<file path="src/rtl/point_scheduler.sv">
// Point scheduler: walks every stored car mass point through the collision
// stage once per physics frame, writing the returned position/velocity back.
// Also provides a registered position readout for the renderer.
module point_scheduler #(
  parameter int NUM_POINTS        = 4,
  parameter int POSITION_SIZE     = 8,
  parameter int VELOCITY_SIZE     = 8,
  parameter int ACCELERATION_SIZE = 8,
  parameter int GRAVITY_Y         = -1,
  parameter int TIMEOUT           = 255
) (
  input  logic                                clk_in,
  input  logic                                rst_in,
  input  logic                                frame_in,
  input  logic                                load_in,
  input  logic [3:0]                          load_idx_in,
  input  logic signed [POSITION_SIZE-1:0]     load_pos_x_in,
  input  logic signed [POSITION_SIZE-1:0]     load_pos_y_in,
  input  logic signed [VELOCITY_SIZE-1:0]     load_vel_x_in,
  input  logic signed [VELOCITY_SIZE-1:0]     load_vel_y_in,
  output logic                                begin_out,
  output logic signed [POSITION_SIZE-1:0]     pos_x_out,
  output logic signed [POSITION_SIZE-1:0]     pos_y_out,
  output logic signed [VELOCITY_SIZE-1:0]     vel_x_out,
  output logic signed [VELOCITY_SIZE-1:0]     vel_y_out,
  output logic signed [ACCELERATION_SIZE-1:0] accel_x_out,
  output logic signed [ACCELERATION_SIZE-1:0] accel_y_out,
  input  logic                                result_in,
  input  logic signed [POSITION_SIZE-1:0]     new_pos_x_in,
  input  logic signed [POSITION_SIZE-1:0]     new_pos_y_in,
  input  logic signed [VELOCITY_SIZE-1:0]     new_vel_x_in,
  input  logic signed [VELOCITY_SIZE-1:0]     new_vel_y_in,
  input  logic [3:0]                          rd_idx_in,
  output logic signed [POSITION_SIZE-1:0]     rd_pos_x_out,
  output logic signed [POSITION_SIZE-1:0]     rd_pos_y_out,
  output logic                                busy_out,
  output logic                                frame_done_out,
  output logic                                timeout_out
);

  localparam int CW = (TIMEOUT < 2) ? 1 : $clog2(TIMEOUT + 1);
  localparam logic [4:0] NP5 = 5'(NUM_POINTS);
  localparam logic [3:0] LAST_IDX = 4'(NUM_POINTS - 1);
  localparam logic [CW-1:0] CNT_LAST = CW'(TIMEOUT - 1);
  localparam logic signed [ACCELERATION_SIZE-1:0] GRAV = ACCELERATION_SIZE'(GRAVITY_Y);

  typedef enum logic [2:0] {S_IDLE, S_ISSUE, S_WAIT, S_WRITE, S_DONE} state_t;

  state_t state_q;
  logic [3:0]    idx_q;
  logic [CW-1:0] cnt_q;

  // Storage is 16 deep so a 4-bit index never reads out of range; entries at
  // or above NUM_POINTS are never written and stay at their reset value.
  logic signed [POSITION_SIZE-1:0] px_q [16];
  logic signed [POSITION_SIZE-1:0] py_q [16];
  logic signed [VELOCITY_SIZE-1:0] vx_q [16];
  logic signed [VELOCITY_SIZE-1:0] vy_q [16];

  logic begin_q, busy_q, done_q, timeout_q;
  logic signed [POSITION_SIZE-1:0] op_px_q, op_py_q, rd_x_q, rd_y_q;
  logic signed [VELOCITY_SIZE-1:0] op_vx_q, op_vy_q;
  logic signed [ACCELERATION_SIZE-1:0] acc_y_q;

  logic       load_ok_s, rd_ok_s;
  logic [3:0] nxt_idx_d;
  logic signed [POSITION_SIZE-1:0] op_px_d, op_py_d;
  logic signed [VELOCITY_SIZE-1:0] op_vx_d, op_vy_d;

  assign load_ok_s = load_in && ({1'b0, load_idx_in} < NP5);
  assign rd_ok_s   = ({1'b0, rd_idx_in} < NP5);

  // Operands for the next issued point; a same-cycle load in IDLE is forwarded
  // so the frame sees the freshly loaded value.
  always_comb begin
    nxt_idx_d = (state_q == S_IDLE) ? 4'd0 : idx_q + 4'd1;
    if ((state_q == S_IDLE) && load_ok_s && (load_idx_in == nxt_idx_d)) begin
      op_px_d = load_pos_x_in;
      op_py_d = load_pos_y_in;
      op_vx_d = load_vel_x_in;
      op_vy_d = load_vel_y_in;
    end else begin
      op_px_d = px_q[nxt_idx_d];
      op_py_d = py_q[nxt_idx_d];
      op_vx_d = vx_q[nxt_idx_d];
      op_vy_d = vy_q[nxt_idx_d];
    end
  end

  // Frame FSM, point storage, registered operands/status and readout.
  always_ff @(posedge clk_in) begin
    if (rst_in) begin
      state_q   <= S_IDLE;
      idx_q     <= 4'd0;
      cnt_q     <= '0;
      begin_q   <= 1'b0;
      busy_q    <= 1'b0;
      done_q    <= 1'b0;
      timeout_q <= 1'b0;
      op_px_q   <= '0;
      op_py_q   <= '0;
      op_vx_q   <= '0;
      op_vy_q   <= '0;
      acc_y_q   <= '0;
      rd_x_q    <= '0;
      rd_y_q    <= '0;
      for (int i = 0; i < 16; i++) begin
        px_q[i] <= '0;
        py_q[i] <= '0;
        vx_q[i] <= '0;
        vy_q[i] <= '0;
      end
    end else begin
      begin_q <= 1'b0;
      done_q  <= 1'b0;
      rd_x_q  <= rd_ok_s ? px_q[rd_idx_in] : '0;
      rd_y_q  <= rd_ok_s ? py_q[rd_idx_in] : '0;
      case (state_q)
        S_IDLE: begin
          if (load_ok_s) begin
            px_q[load_idx_in] <= load_pos_x_in;
            py_q[load_idx_in] <= load_pos_y_in;
            vx_q[load_idx_in] <= load_vel_x_in;
            vy_q[load_idx_in] <= load_vel_y_in;
          end
          if (frame_in) begin
            idx_q   <= 4'd0;
            state_q <= S_ISSUE;
            busy_q  <= 1'b1;
            begin_q <= 1'b1;
            op_px_q <= op_px_d;
            op_py_q <= op_py_d;
            op_vx_q <= op_vx_d;
            op_vy_q <= op_vy_d;
            acc_y_q <= GRAV;
          end
        end
        S_ISSUE: begin
          cnt_q   <= '0;
          state_q <= S_WAIT;
        end
        S_WAIT: begin
          if (result_in) begin
            px_q[idx_q] <= new_pos_x_in;
            py_q[idx_q] <= new_pos_y_in;
            vx_q[idx_q] <= new_vel_x_in;
            vy_q[idx_q] <= new_vel_y_in;
            state_q     <= S_WRITE;
          end else if (cnt_q == CNT_LAST) begin
            timeout_q <= 1'b1;
            state_q   <= S_WRITE;
          end else begin
            cnt_q <= cnt_q + CW'(1);
          end
        end
        S_WRITE: begin
          if (idx_q == LAST_IDX) begin
            state_q <= S_DONE;
            done_q  <= 1'b1;
          end else begin
            idx_q   <= nxt_idx_d;
            state_q <= S_ISSUE;
            begin_q <= 1'b1;
            op_px_q <= op_px_d;
            op_py_q <= op_py_d;
            op_vx_q <= op_vx_d;
            op_vy_q <= op_vy_d;
          end
        end
        S_DONE: begin
          state_q <= S_IDLE;
          busy_q  <= 1'b0;
        end
        default: begin
          state_q <= S_IDLE;
          busy_q  <= 1'b0;
        end
      endcase
    end
  end

  assign begin_out      = begin_q;
  assign pos_x_out      = op_px_q;
  assign pos_y_out      = op_py_q;
  assign vel_x_out      = op_vx_q;
  assign vel_y_out      = op_vy_q;
  assign accel_x_out    = '0;
  assign accel_y_out    = acc_y_q;
  assign rd_pos_x_out   = rd_x_q;
  assign rd_pos_y_out   = rd_y_q;
  assign busy_out       = busy_q;
  assign frame_done_out = done_q;
  assign timeout_out    = timeout_q;

endmodule

</file>
<file path="config.mk">
export PLATFORM = sky130hd
export DESIGN_NAME = point_scheduler
export DESIGN_NICKNAME = d
export VERILOG_FILES = /design/src/rtl/point_scheduler.sv
export SDC_FILE = /design/constraint.sdc
export NUM_CORES = 1
export LEC_CHECK = 0
export ABC_AREA = 1
export CAP_MARGIN = 20
export CORE_UTILIZATION = 30
export DETAILED_ROUTE_END_ITERATION = 7
export SYNTH_ARGS = -nofsm -noshare
export SYNTH_HDL_FRONTEND = slang
export SYNTH_SLANG_ARGS = --single-unit
</file>
<file path="constraint.sdc">
create_clock -name clk_in -period 6.7 [get_ports clk_in]
set_input_delay 1.34 -clock clk_in [delete_from_list [all_inputs] [get_ports clk_in]]
set_output_delay 1.34 -clock clk_in [all_outputs]
set_load 0.01 [all_outputs]
</file>
* After elaboration in Yosys (flattened, before gate mapping) *
Memory sizes are Yosys's and may differ from the RTL's. A register that Yosys moved wholly into a read port is not among the register bits.
Index checks and enable logic that the tools add are counted.

word-level totals
  register bits after elaboration = 52
  memory bits (writable) = 512
  logic and storage cells = 126
  memories = 4

operators by class
  $add $sub $neg = 2
  order comparisons = 2
  equal/unequal tests = 11
  muxes and demuxes = 68
  bitwise logic cells = 4
  reductions and logical operators = 23

memory list
  name  words  width  rd ports  clocked after memory_dff  wr ports  line  source
  px_q  16     8      2         1                         16        55    logic signed [POSITION_SIZE-1:0] px_q [16];
  py_q  16     8      2         1                         16        56    logic signed [POSITION_SIZE-1:0] py_q [16];
  vx_q  16     8      1         0                         16        57    logic signed [VELOCITY_SIZE-1:0] vx_q [16];
  vy_q  16     8      1         0                         16        58    logic signed [VELOCITY_SIZE-1:0] vy_q [16];

operators by type and width
  kind                                                         number
  two-way mux 8 bit                                            22
  one-hot mux 8 bit (2 select lines)                           5
  OR reduction 8 bit                                           8
  two-way mux 4 bit                                            11
  two-way mux 1 bit                                            22
  two-way mux 3 bit                                            4
  one-hot mux 3 bit (4 select lines)                           1
  AND reduction 3 bit                                          3
  adder 8 x 1 -> 8 bit (second input constant)                 1
  equality test 8 bit (second input constant)                  1
  less-than comparator 4 x 3 -> 1 bit (second input constant)  2
  inequality test 2 bit (second input constant)                4
  one-hot mux 4 bit (2 select lines)                           1
  equality test 3 x 2 -> 1 bit (second input constant)         2
  AND reduction 2 bit                                          3
  adder 4 x 1 -> 4 bit (second input constant)                 1
  equality test 4 x 2 -> 1 bit (second input constant)         1
  equality test 4 bit                                          1
  NOT 1 bit                                                    4
  one-hot mux 1 bit (2 select lines)                           2
  nonzero test 2 bit                                           2
  OR reduction 2 bit                                           2
  equality test 3 x 1 -> 1 bit (second input constant)         1
  logical AND 1 bit                                            3
  other kinds (3)                                              3

* Longest topological paths before layout *
  depth after elaboration = 9
  gate-level depth with buffers = 13

* Least setup slack after synthesis *
No wires, ideal clock.

  path type = input to register
  start = input rst_in
  end = memory px_q[14][0], enable pin
  arrival = 3.381 ns
  data required time = 6.311 ns
  setup slack = 2.930 ns
  stages = 11
  buffers on the path = 5
  cells stage by stage = buf_2 inv_2 nand3_4 buf_6 o21ai_2 buf_6 nand3_1 or2_1 clkbuf_1 buf_2 nand2_1

RTL lines
  what         line  source
  from (decl)  13    input logic rst_in,
  to (decl)    55

==> impl_results.md <==
- Final hold vios: 0
- Syn Inst Count: 3162
- Core box area: 0.0935 mm²
- # DRC: 0
- Max VDD drop: 223 µV
- Hold path startpoint: cnt_q[5]
- CP endpoint kind: flop
- DR vias/cell: 4.83
- Hold Path Class: flop to flop
- Period utilization: 0.641
- Die Height: 310 µm
- RSZ-0062 raised after global routing: no
- Main combinational cell family by area after synthesis: simple AND/OR/NAND/NOR gates
- Final worst setup slack: 2410 ps
- FF-to-FF path depth: 10
- Most frequent cells in the layout: nor2_1, edfxtp_1, nand3_1
- First-pass GRT wire length: 123000 µm
- R2r endpoint: vx_q[6][7]
- Boundary Pins: 145
- TritonCTS clock tree: built
- Synth warn: 0
- GRT Residual Overflow: 0
- Sequential share of the synthesized area: 0.589
- Cell Rows: 112
- Layout cells sized above 1: 0.0614
- DRT iter0 DRCs: 1879
- Worst Skew: 16.8 ps
- Post-CTS sizing: 0
- HPWL after detailed placement: 50900 µm
- Clk Latency, worst-skew pair: 630 ps
- Gpl congestion: 0.877
- Nets: 3259
- Port-buffer cells: 136
- Worst path required time: 6990 ps
- Max Transition Viols Final: 0
- CP Max Fanout: 41
- Die X: 310 µm
- Hold Path End: cnt_q[5]
- Mux contribution to synthesized area: 0.0119
- Worst slack, placed: 1760 ps
- Diode count: 0
- Num CTS Buffers: 59
- Yosys cell types: 39
- 1st-pass router iterations: 6
- Post-Synth XOR/XNOR Area: 0.000925
- Most common cell after layout, fill and taps aside: nor2_1
- Hold Buf Count CTS: 0
- Clk sinks: 580
- Fin crit period: 4290 ps
- Wire length per cell: 18.2 µm
- Routed vias: 21600
- Slew HR: 0.216
- Synth Cell Area: 0.0284 mm²
- Area grow syn2layout: 15.4%
- Crit Path Class: input port to flop
- Final WL: 81700 µm
- Adder-cell share of the synthesized area: 0.00132
- Largest net degree at the start of global routing: 194
- Critical Path AT: 4580 ps
- Hold path depth: 2
- GR Util All Layers: 0.167
- Max Cap Viol: 0
- Clock root buffer master: clkbuf_16
- Crit start category: input port
- Setup_tns: 0 ps
- Reg-to-Reg Start: state_q[2]
- Initial antenna violation count: 0
- Worst-case clock buffer depth: 3
- Util after Layout: 0.351
- Routed Antenna Nets: 0
- Area of the die: 0.0959 mm²
- Worst-path clk slew: 60 ps
- Pwr per Cell Area: 289 mW/mm²
- H-tree lvl count: 2
- Initial core utilization: 0.304
- Synth Area in Simple Gates: 0.288
- Seq cells post-synth: 580
- Fmax: 233 MHz
- Leakage: 13.6 nW
- Average instance area after synthesis: 8.98 µm²
- Synth Area in Compound Gates: 0.0293
- Final setup violation count: 0
- Setup Fix Bufs, Post-CTS: 0
- R2R setup slack: 2650 ps
- Vias in the first global route: 20500
- Status: finished clean
- Worst-Margin Slew: 1180 ps
==> worst max-delay path by stage <==
stage,startpoint,endpoint,slack [ps],cells past startpoint
2_1_floorplan,rst_in,px_q[14][0],2930,11
3_3_place_gp,result_in,px_q[2][3],1790,11
3_5_place_dp,result_in,px_q[2][3],1760,11
4_1_cts,result_in,py_q[2][3],2390,11
5_1_grt,result_in,py_q[2][6],2200,11
6_report,result_in,px_q[3][0],2410,11
==> routing by layer <==
layer,global-route usage,vias up,wire length [µm]
li1,-,10400,-
met1,0.200,10400,32300
met2,0.296,608,42100
met3,0.0185,157,3530
met4,0.0787,0,3740
met5,0,-,0
==> sequential cells by signal, indices dropped and copies added, names as in the netlist <==
name and flops:
accel_y_out 1, begin_out 1, busy_out 1, cnt_q 8, frame_done_out 1, idx_q 4
pos_x_out 8, pos_y_out 8, px_q 128, py_q 128, rd_pos_x_out 8, rd_pos_y_out 8
state_q 3, timeout_out 1, vel_x_out 8, vel_y_out 8, vx_q 128, vy_q 128
==> synthesized netlist by cell type <==
library cell  number  area (µm²)
a211oi_1           9        67.6
a21oi_1           78         390
a221oi_1           6        52.6
a311o_1            1        10.0
a31oi_1            1        6.26
buf_1             23        86.3
buf_2             62         310
buf_4             16         120
buf_6              2        22.5
clkbuf_1         166         623
conb_1             1        3.75
dfxtp_1           68        1360
edfxtp_1         512       15400
ha_1               3        37.5
inv_1            280        1050
inv_2              9        33.8
mux2i_1           27         270
mux2i_2            5        68.8
nand2_1          398        1490
nand2_2            2        12.5
nand3_1          464        2320
nand3_4            1        17.5
nand3b_1         158        1190
nand4_1            4        25.0
nand4_2            4        50.1
nor2_1           784        2940
nor2_2             1        6.26
nor2_4             1        11.3
nor3_1             6        30.0
nor3b_1            1        7.51
nor4_1             1        6.26
o211ai_1           4        30.0
o21ai_0           45         225
o21ai_2            5        43.8
o22ai_1            1        6.26
or2_1              8        50.1
or2_2              2        12.5
xnor2_1            2        17.5
xor2_1             1        8.76
==> through the flow <==
step | instance area (µm²) | std cells | power (mW) | hold slack (ps)
2_1_floorplan | 28400 | 3169 | 5.45 | 436
3_3_place_gp | 30900 | 4371 | 6.27 | 449
3_5_place_dp | 30900 | 4372 | 6.28 | 454
4_1_cts | 32800 | 4479 | 9.53 | 462
5_1_grt | 32800 | 4479 | 9.85 | 478
6_report | 32800 | 4479 | 9.47 | 458
==> kinds of logic after synthesis <==
kind of cell             after synthesis
XOR/XNOR                               3
buffers and inverters                558
multiplexers                          32
adder cells (fa/ha/maj)                3
AO/OA/AOI/OAI                        150
other                                  1
AND/OR/NAND/NOR                     1835
flip-flops                           580
==> cell type report <==
| type | instances | area (µm²) |
|---|---|---|
| multi-input cells | 2031 | 9490 |
| well taps | 1254 | 1570 |
| clock inverters | 25 | 268 |
| inverters | 289 | 1090 |
| clock buffers | 82 | 1610 |
| fillers | 9489 | 60700 |
| flip-flops and latches | 580 | 16700 |
| repair buffers | 218 | 2000 |
==> worst max-delay path, cell delays in order <==
cell	delay [ps]
clkdlybuf4s50_1	480
nand3_4	110
buf_4	610
nand2_1	130
o21ai_2	140
inv_2	90
nor2_4	190
nand4_2	170
buf_4	330
nand2_1	530
buf_4	430
==> report_power, final <==
part	internal (mW)	leakage, nW	switching (mW)	total, mW
sequential	4.09	5.84	0.0625	4.16
combinational	0.609	6.88	1.42	2.03
clock	1.90	0.923	1.38	3.28
Power figures use the tool's default switching activity.
